File: src/rtl/block_ram_tx_reader.sv
// Streams len bytes from the block RAM read port into the UART TX byte handshake.
// Latency: start -> first tx_valid in 3 cycles; handshake -> next tx_valid in 3 cycles.
// Backpressure: tx_data/tx_valid are held stable until tx_ready; abort drops everything.
module block_ram_tx_reader #(
  parameter int ADDR_WIDTH = 16,
  parameter int DATA_WIDTH = 8,
  parameter int MEM_BYTES  = 1024,
  parameter int LEN_WIDTH  = 9
) (
  input  logic                  clk,
  input  logic                  nreset,
  input  logic                  start,
  input  logic [ADDR_WIDTH-1:0] base_addr,
  input  logic [LEN_WIDTH-1:0]  len,
  input  logic                  abort,
  output logic                  busy,
  output logic                  done,
  output logic [ADDR_WIDTH-1:0] rd_addr,
  input  logic [DATA_WIDTH-1:0] rd_data,
  output logic [DATA_WIDTH-1:0] tx_data,
  output logic                  tx_valid,
  input  logic                  tx_ready
);

  typedef enum logic [1:0] {IDLE, WAIT, LOAD, SEND} state_t;

  // Highest valid RAM address; reads wrap back to zero after it.
  localparam logic [ADDR_WIDTH-1:0] MEM_LAST  = ADDR_WIDTH'(MEM_BYTES - 1);
  localparam logic [ADDR_WIDTH:0]   MEM_LIMIT = (ADDR_WIDTH + 1)'(MEM_BYTES);

  state_t                  state_q, state_d;
  logic [ADDR_WIDTH-1:0]   rd_addr_q, rd_addr_d;
  logic [LEN_WIDTH-1:0]    rem_q, rem_d;
  logic                    busy_q, busy_d;
  logic                    done_q, done_d;
  logic [DATA_WIDTH-1:0]   tx_data_q, tx_data_d;
  logic                    tx_valid_q, tx_valid_d;

  logic                    base_ok;
  logic [ADDR_WIDTH-1:0]   next_addr;

  assign base_ok   = {1'b0, base_addr} < MEM_LIMIT;
  assign next_addr = (rd_addr_q == MEM_LAST) ? '0 : rd_addr_q + ADDR_WIDTH'(1);

  // Next-state and registered-output computation; abort overrides every active state.
  always_comb begin
    state_d    = state_q;
    rd_addr_d  = rd_addr_q;
    rem_d      = rem_q;
    busy_d     = busy_q;
    done_d     = 1'b0;
    tx_data_d  = tx_data_q;
    tx_valid_d = tx_valid_q;

    if (abort && (state_q != IDLE)) begin
      state_d    = IDLE;
      busy_d     = 1'b0;
      tx_valid_d = 1'b0;
      rem_d      = '0;
    end else begin
      case (state_q)
        IDLE: begin
          if (start && !abort && base_ok) begin
            if (len == '0) begin
              // Empty telegram: acknowledge immediately without touching the RAM.
              done_d = 1'b1;
            end else begin
              rd_addr_d = base_addr;
              rem_d     = len;
              busy_d    = 1'b1;
              state_d   = WAIT;
            end
          end
        end
        WAIT: begin
          // RAM registers rd_addr on this edge; data appears during LOAD.
          state_d = LOAD;
        end
        LOAD: begin
          tx_data_d  = rd_data;
          tx_valid_d = 1'b1;
          state_d    = SEND;
        end
        SEND: begin
          if (tx_ready) begin
            rem_d      = rem_q - LEN_WIDTH'(1);
            tx_valid_d = 1'b0;
            if (rem_q == LEN_WIDTH'(1)) begin
              state_d = IDLE;
              busy_d  = 1'b0;
              done_d  = 1'b1;
            end else begin
              rd_addr_d = next_addr;
              state_d   = WAIT;
            end
          end
        end
        default: begin
          state_d    = IDLE;
          busy_d     = 1'b0;
          tx_valid_d = 1'b0;
        end
      endcase
    end
  end

  // State and output registers, cleared asynchronously by nreset.
  always_ff @(posedge clk or negedge nreset) begin
    if (!nreset) begin
      state_q    <= IDLE;
      rd_addr_q  <= '0;
      rem_q      <= '0;
      busy_q     <= 1'b0;
      done_q     <= 1'b0;
      tx_data_q  <= '0;
      tx_valid_q <= 1'b0;
    end else begin
      state_q    <= state_d;
      rd_addr_q  <= rd_addr_d;
      rem_q      <= rem_d;
      busy_q     <= busy_d;
      done_q     <= done_d;
      tx_data_q  <= tx_data_d;
      tx_valid_q <= tx_valid_d;
    end
  end

  assign busy     = busy_q;
  assign done     = done_q;
  assign rd_addr  = rd_addr_q;
  assign tx_data  = tx_data_q;
  assign tx_valid = tx_valid_q;

endmodule

File: config.mk
export PLATFORM = sky130hd
export DESIGN_NAME = block_ram_tx_reader
export DESIGN_NICKNAME = d
export VERILOG_FILES = /design/src/rtl/block_ram_tx_reader.sv
export SDC_FILE = /design/constraint.sdc
export NUM_CORES = 1
export LEC_CHECK = 0
export ABC_AREA = 1
export CAP_MARGIN = 15
export CORE_MARGIN = 1.5
export CORE_UTILIZATION = 45
export CTS_CLUSTER_DIAMETER = 30
export DETAILED_ROUTE_END_ITERATION = 10
export HOLD_SLACK_MARGIN = 0.15
export PLACE_DENSITY = 0.77
export SETUP_SLACK_MARGIN = 0.05
export SYNTH_ARGS = -nofsm -noshare
export SYNTH_HDL_FRONTEND = slang
export SYNTH_SLANG_ARGS = --single-unit
File: constraint.sdc
create_clock -name clk -period 1.52 [get_ports clk]
set_input_delay 0.152 -clock clk [delete_from_list [all_inputs] [get_ports clk]]
set_output_delay 0.152 -clock clk [all_outputs]
set_load 0.005 [all_outputs]
Word level (Yosys, flattened, before mapping):

Cells that the tools add are included.
Widths: inputs -> output; s select.

* register bits after elaboration: 38
* output and inout bits: 27
* word-level logic and storage cells: 72

* $add $sub $neg: 2
* $lt $le $gt $ge: 1
* equality and inequality tests: 13
* muxes and demuxes: 32
* bitwise gates (word level): 1
* reductions and logical operators: 16

Operators with widths (count)
* $mux 16: 5
* $mux 9: 4
* $pmux 16 s2: 1
* $pmux 9 s2: 1
* $add 16x1->16 const B: 1
* $eq 16x10->1 const B: 1
* $lt 16x11->1 const B: 1
* $mux 1: 13
* $ne 3x3->1 const B: 4
* $eq 9x1->1 const B: 1
* $logic_not 9->1: 1
* $sub 9x1->9 const B: 1
* $mux 2: 4
* $ne 2x2->1 const B: 4
* $pmux 2 s4: 1
* $pmux 1 s2: 3
* $reduce_and 6->1: 1
* $reduce_bool 3->1: 2
* $reduce_and 5->1: 1
* $eq 2x2->1 const B: 2
* $reduce_and 2->1: 2
* $reduce_and 4->1: 1
* $reduce_bool 2->1: 2
* $logic_and 1x1->1: 3
* 5 further kinds: 5

Depth between registers and ports, before layout:

* depth in word-level cells: 6
* depth in mapped cells: 10
* mapped depth without buffers: 10

Least setup slack after synthesis:

OpenSTA, ideal clock, no wires.

* path kind: register to register
* start: register state_q[0]
* end: register rem_q[0]
* library setup time: 0.119 ns
* arrival: 1.420 ns
* required time: 1.401 ns
* path slack: -0.019 ns
* cell stages (with the launch flop): 11
* path buffers: 1
* path through: dfrtp_1 > inv_1 > ha_1 > nor2_4 > nor2_2 > nand2_1 > nand4_2 > buf_6 > inv_4 > nand2_1 > o21ai_2

* word-level cells in the longest chain between the ends: 4
* elaborated cells on any way between the ends: 11
* those cells by class: 4 x eq/ne; 2 x mux; 5 x reduce/logical

RTL lines
* start, declared: RTL line 31 `state_t state_q, state_d;`
* start signal, assigned: RTL line 118 `state_q <= state_d;`
* $reduce_bool 2->1: RTL line 55 `if (abort && (state_q != IDLE)) begin`
* $logic_and 1x1->1: RTL line 55
* $ne 3x3->1 (no line) / $reduce_bool 3->1 (equally long branches)
* $reduce_and 4->1 (no line)
* end signal, assigned: RTL line 120 `rem_q <= rem_d;`
* end, declared: RTL line 33 `logic [LEN_WIDTH-1:0] rem_q, rem_d;`

Several ways; a longest one is shown, not always the timed one.
A chain may end at the register's enable or synchronous reset.

Worst setup path in the final report:

* start: register state_q[0]
* end: register rd_addr_q[0], in the netlist rd_addr[0]

* word-level cells in the longest chain between the ends: 4
* elaborated cells on any way between the ends: 12
* those cells by class: 5 x eq/ne; 1 x mux; 1 x bitwise; 5 x reduce/logical

RTL lines
* parallel branches: the longest is 4 deep, another holds $reduce_and 6->1
* end signal, assigned: RTL line 119 `rd_addr_q <= rd_addr_d;`
* end, declared: RTL line 32 `logic [ADDR_WIDTH-1:0] rd_addr_q, rd_addr_d;`

Parallel ways; which one is timed is not known.

==> results.txt <==
* Minimum clock period after layout: 1.59 ns
- IR analysis of the VDD net gives a maximum drop of 1000 uV.
- The region available for standard cell placement spans 5610 um2.
- Class of the tightest hold or removal check: primary input to async pin
* Worst-path clk slew: 0.08 ns
- Biggest cell delay along the critical path: 0.39 ns
- Leak Pwr: 2.07 nW
* CP Capture Type: register
- DRC errors left: 0
* First-pass GRT wire length: 12500 um
* HPWL after DPL: 5330 um
- Global routing used 33.5% of the available met1 tracks.
* Final setup violating endpoints: 22
* Max Freq: 629 MHz
- Worst setup timing slack at the placement stage: -0.164 ns
- TritonCTS clock tree: yes
- Power per Cell Area: 1960 nW/um2
- In this run the worst path has a maximum fanout of 8.
* Y dimension of the die: 80.1 um
* Clock insertion delay at the later pin of the skew report: 0.30 ns
* Remaining global-route overflow: 0
- Worst endpoint data arrival time: 1.82 ns
- Initial antenna violation count: 0
* Post-detailed-routing wire length: 7880 um
* Share of the synthesized area in the top cell type: 35.6%
* Buffer cell driving the clock tree root: clkbuf_8
- Across the run, the number of max-cap violations was 0.
- Number of flops mapped to enable cells by yosys: 0
* DR vias: 2962
* #FFs+latches synth: 38
- The number of antenna diodes in the final layout is 0.
- Number of buffer and inverter stages on the critical path: 1
- The worst pin sits at a relative slew slack of 67.2%.
* Aggregate global-route resource usage: 25.0%
- Clock sink count: 38
- Area added between synthesis and finish: 55.6%
- The total count of max-transition violations in the final report came to 0.
- Actual transition at the worst max-transition pin: 0.492 ns
* Period Utilization, post-route: 105%
* Post-Synthesis Cell Area: 2670 um2
- The initialized floorplan defines 27 standard-cell rows.
- The design draws 8.15 mW.
- Fin cells: 570
- The initial utilization of the core area, before any placement, comes to 47.7%.
- The slowest stage of the critical path belongs to the cell dfrtp_1.
- Failing checks: setup timing
* I/O Pins: 65
* Met3 usage: 4.20%
- Drt first-iter violations: 179
- Port Buffer Count: 64
* Average wire per cell in the routed design: 13.8 um
* Residual antenna-violating net count after detailed routing: 0
- The via count of the first global-routing pass is 2751.
- Die Outline Area: 6410 um2
- Final Skew: 0.00691 ns
- Synth warnings: 0
- Setup TNS Final: -0.468 ns
- Final-stage net count: 541
- Busiest grt layer: met2
- Crit path cell chain: inv_2, ha_4, nand2_2, nor2_2, nand2_2, nand3_4, nor2_4, nand2_1, nand2_1
* Top Family by Delay on Critical Path: simple AND/OR/NAND/NOR gates
- The first TritonRoute pass finished after 5 iterations.
* Post-route cell area: 4160 um2
- After detailed routing, the number of vias per cell comes to 5.20.
* Routability Congestion: 0.891
- After detailed placement, the design holds a cell count of 553.
- Sequential cells were found to cover 35.6% of the synthesized design area.
- After synthesis, the netlist uses 35 different library cells.
* Result of the run: complete, but fails checks
- For the worst setup path, the data required time is 1.75 ns.
- Final cell utilization of the core: 74.2%
- After synthesis, the mean cell area works out to 7.00 um2.
* Fraction of final layout cells sized beyond drive strength 1: 29.1%
* Area contributors post-synth: dfrtp_1 (36%), nand2_1 (19%), inv_1 (5.9%), nand3_1 (4.7%), nor2_1 (4.5%)
- Most frequently used flop master after synthesis: dfrtp_1
- Placed Area: 3680 um2
- Largest net degree at the start of global routing: 21
- Width of the chip: 80.1 um
- Final WS setup: -0.0687 ns
- TritonCTS buffer count: 5
- The H-tree was split into 2 levels.
- Mapped Nets: 426
- Setup repair after global routing missed its margin: true
- The worst setup path is launched from a register.
- Worst setup path category: register to register
- Met2 track demand over resource in global routing: 40.3%
- Across all hold checks on the routed design, the worst slack comes to 0.349 ns.
- Number of hold-slack violations in the final timing report: 0
* Proportion of register bits with asynchronous set or reset after synthesis: 100%
- Clock Path Buffers: 2
* Post-Syn Instances: 382
- The biggest area contributor in the post-synthesis netlist is dfrtp_1.
==> state kept, by name, indices dropped and copies added, names as in the netlist <==
name,flops
done,1
tx_data,8
rem_q,9
tx_valid,1
busy,1
rd_addr,16
state_q,2
==> cell type report <==
class                      instances  area [um2]
fill                             432        1450
inverter                          48         195
sequential                        38         965
clock inverter                     3        45.0
tap                               72        90.1
multi-input combinational        289        1710
timing repair buffer             115        1080
clock buffer                       5        68.8
==> synthesized netlist by cell type (2+ instances only) <==
cell and count:
o21ai_1 11, nand2_2 4, xnor2_1 4, a21boi_0 2
buf_6 3, o22ai_1 3, xor2_1 2, nor2_4 4
nand3_2 2, nand4_1 7, dfrtp_1 38, nor2_2 5
o21ai_2 3, inv_2 5, nand2_1 133, mux2_2 8
nor2_1 32, a21oi_1 5, o21ai_0 23, nor3_1 3
inv_1 42, ha_1 6, nand3_1 25
==> metal layers <==
| layer | wire length [um] | up-vias |
|---|---|---|
| met5 | 0 | - |
| met4 | 177 | 0 |
| met3 | 552 | 18 |
| met2 | 3810 | 133 |
| met1 | 3340 | 1364 |
| li1 | - | 1447 |
==> cell families (layout without fill, tap and decap cells) <==
logic type               Yosys count  in the layout  synth area share (%)
AO/OA/AOI/OAI                     47             47                  9.55
XOR/XNOR                           6              6                  1.97
adder cells (fa/ha/maj)            6              6                  2.81
buffers and inverters             56            171                  9.41
flip-flops                        38             38                  35.6
multiplexers                       8              8                  3.37
AND/OR/NAND/NOR                  221            222                  37.3
==> where the power goes <==
group | leakage [nW] | switching (mW) | internal [mW]
registers | 0.459 | 0.535 | 1.52
logic | 1.56 | 2.69 | 2.52
clock network | 0.0504 | 0.392 | 0.488
==> path summary, 6_finish.rpt <==
path,cells after the start,slack [ns],from,end
min in group clk,2,0.47,rd_data[4],tx_data[4]
worst max-delay path,9,-0.07,state_q[0],rd_addr[0]
worst min-delay path,2,0.35,nreset,done
worst max register to register,9,-0.07,state_q[0],rd_addr[0]
max in group asynchronous,3,0.68,nreset,rd_addr[3]
worst min register to register,2,0.50,busy,busy
==> what timing repair did <==
item,CTS,global route
hold endpoints to repair,19,0
endpoints found under the setup margin,38,48
gates resized for setup,55,46
setup buffers,7,0
cloned,1,0
hold buffers,1,0
pin swaps,25,28
==> cell usage in the layout, fill, tap and decap left out, types with 3 or more instances in the layout <==
cell type / netlist / final
nand2_1: 133 / 123
clkdlybuf4s50_1: 0 / 58
buf_4: 1 / 41
inv_1: 42 / 36
nor2_1: 32 / 28
dfrtp_1: 38 / 27
nand3_1: 25 / 23
o21ai_2: 3 / 15
o21ai_0: 23 / 11
dfrtp_2: 0 / 11
inv_2: 5 / 10
o21ai_1: 11 / 10
nand2_2: 4 / 9
nor2_4: 4 / 9
mux2_4: 0 / 8
nand4_1: 7 / 7
buf_6: 3 / 6
nor2_2: 5 / 5
nand2_4: 1 / 5
a21oi_1: 5 / 5
clkbuf_8: 0 / 5
dlymetal6s2s_1: 0 / 5
xnor2_1: 4 / 4
ha_1: 6 / 4
nand3_2: 2 / 3
o22ai_1: 3 / 3
nor3_1: 3 / 3
(Power assumes the default switching activity.)
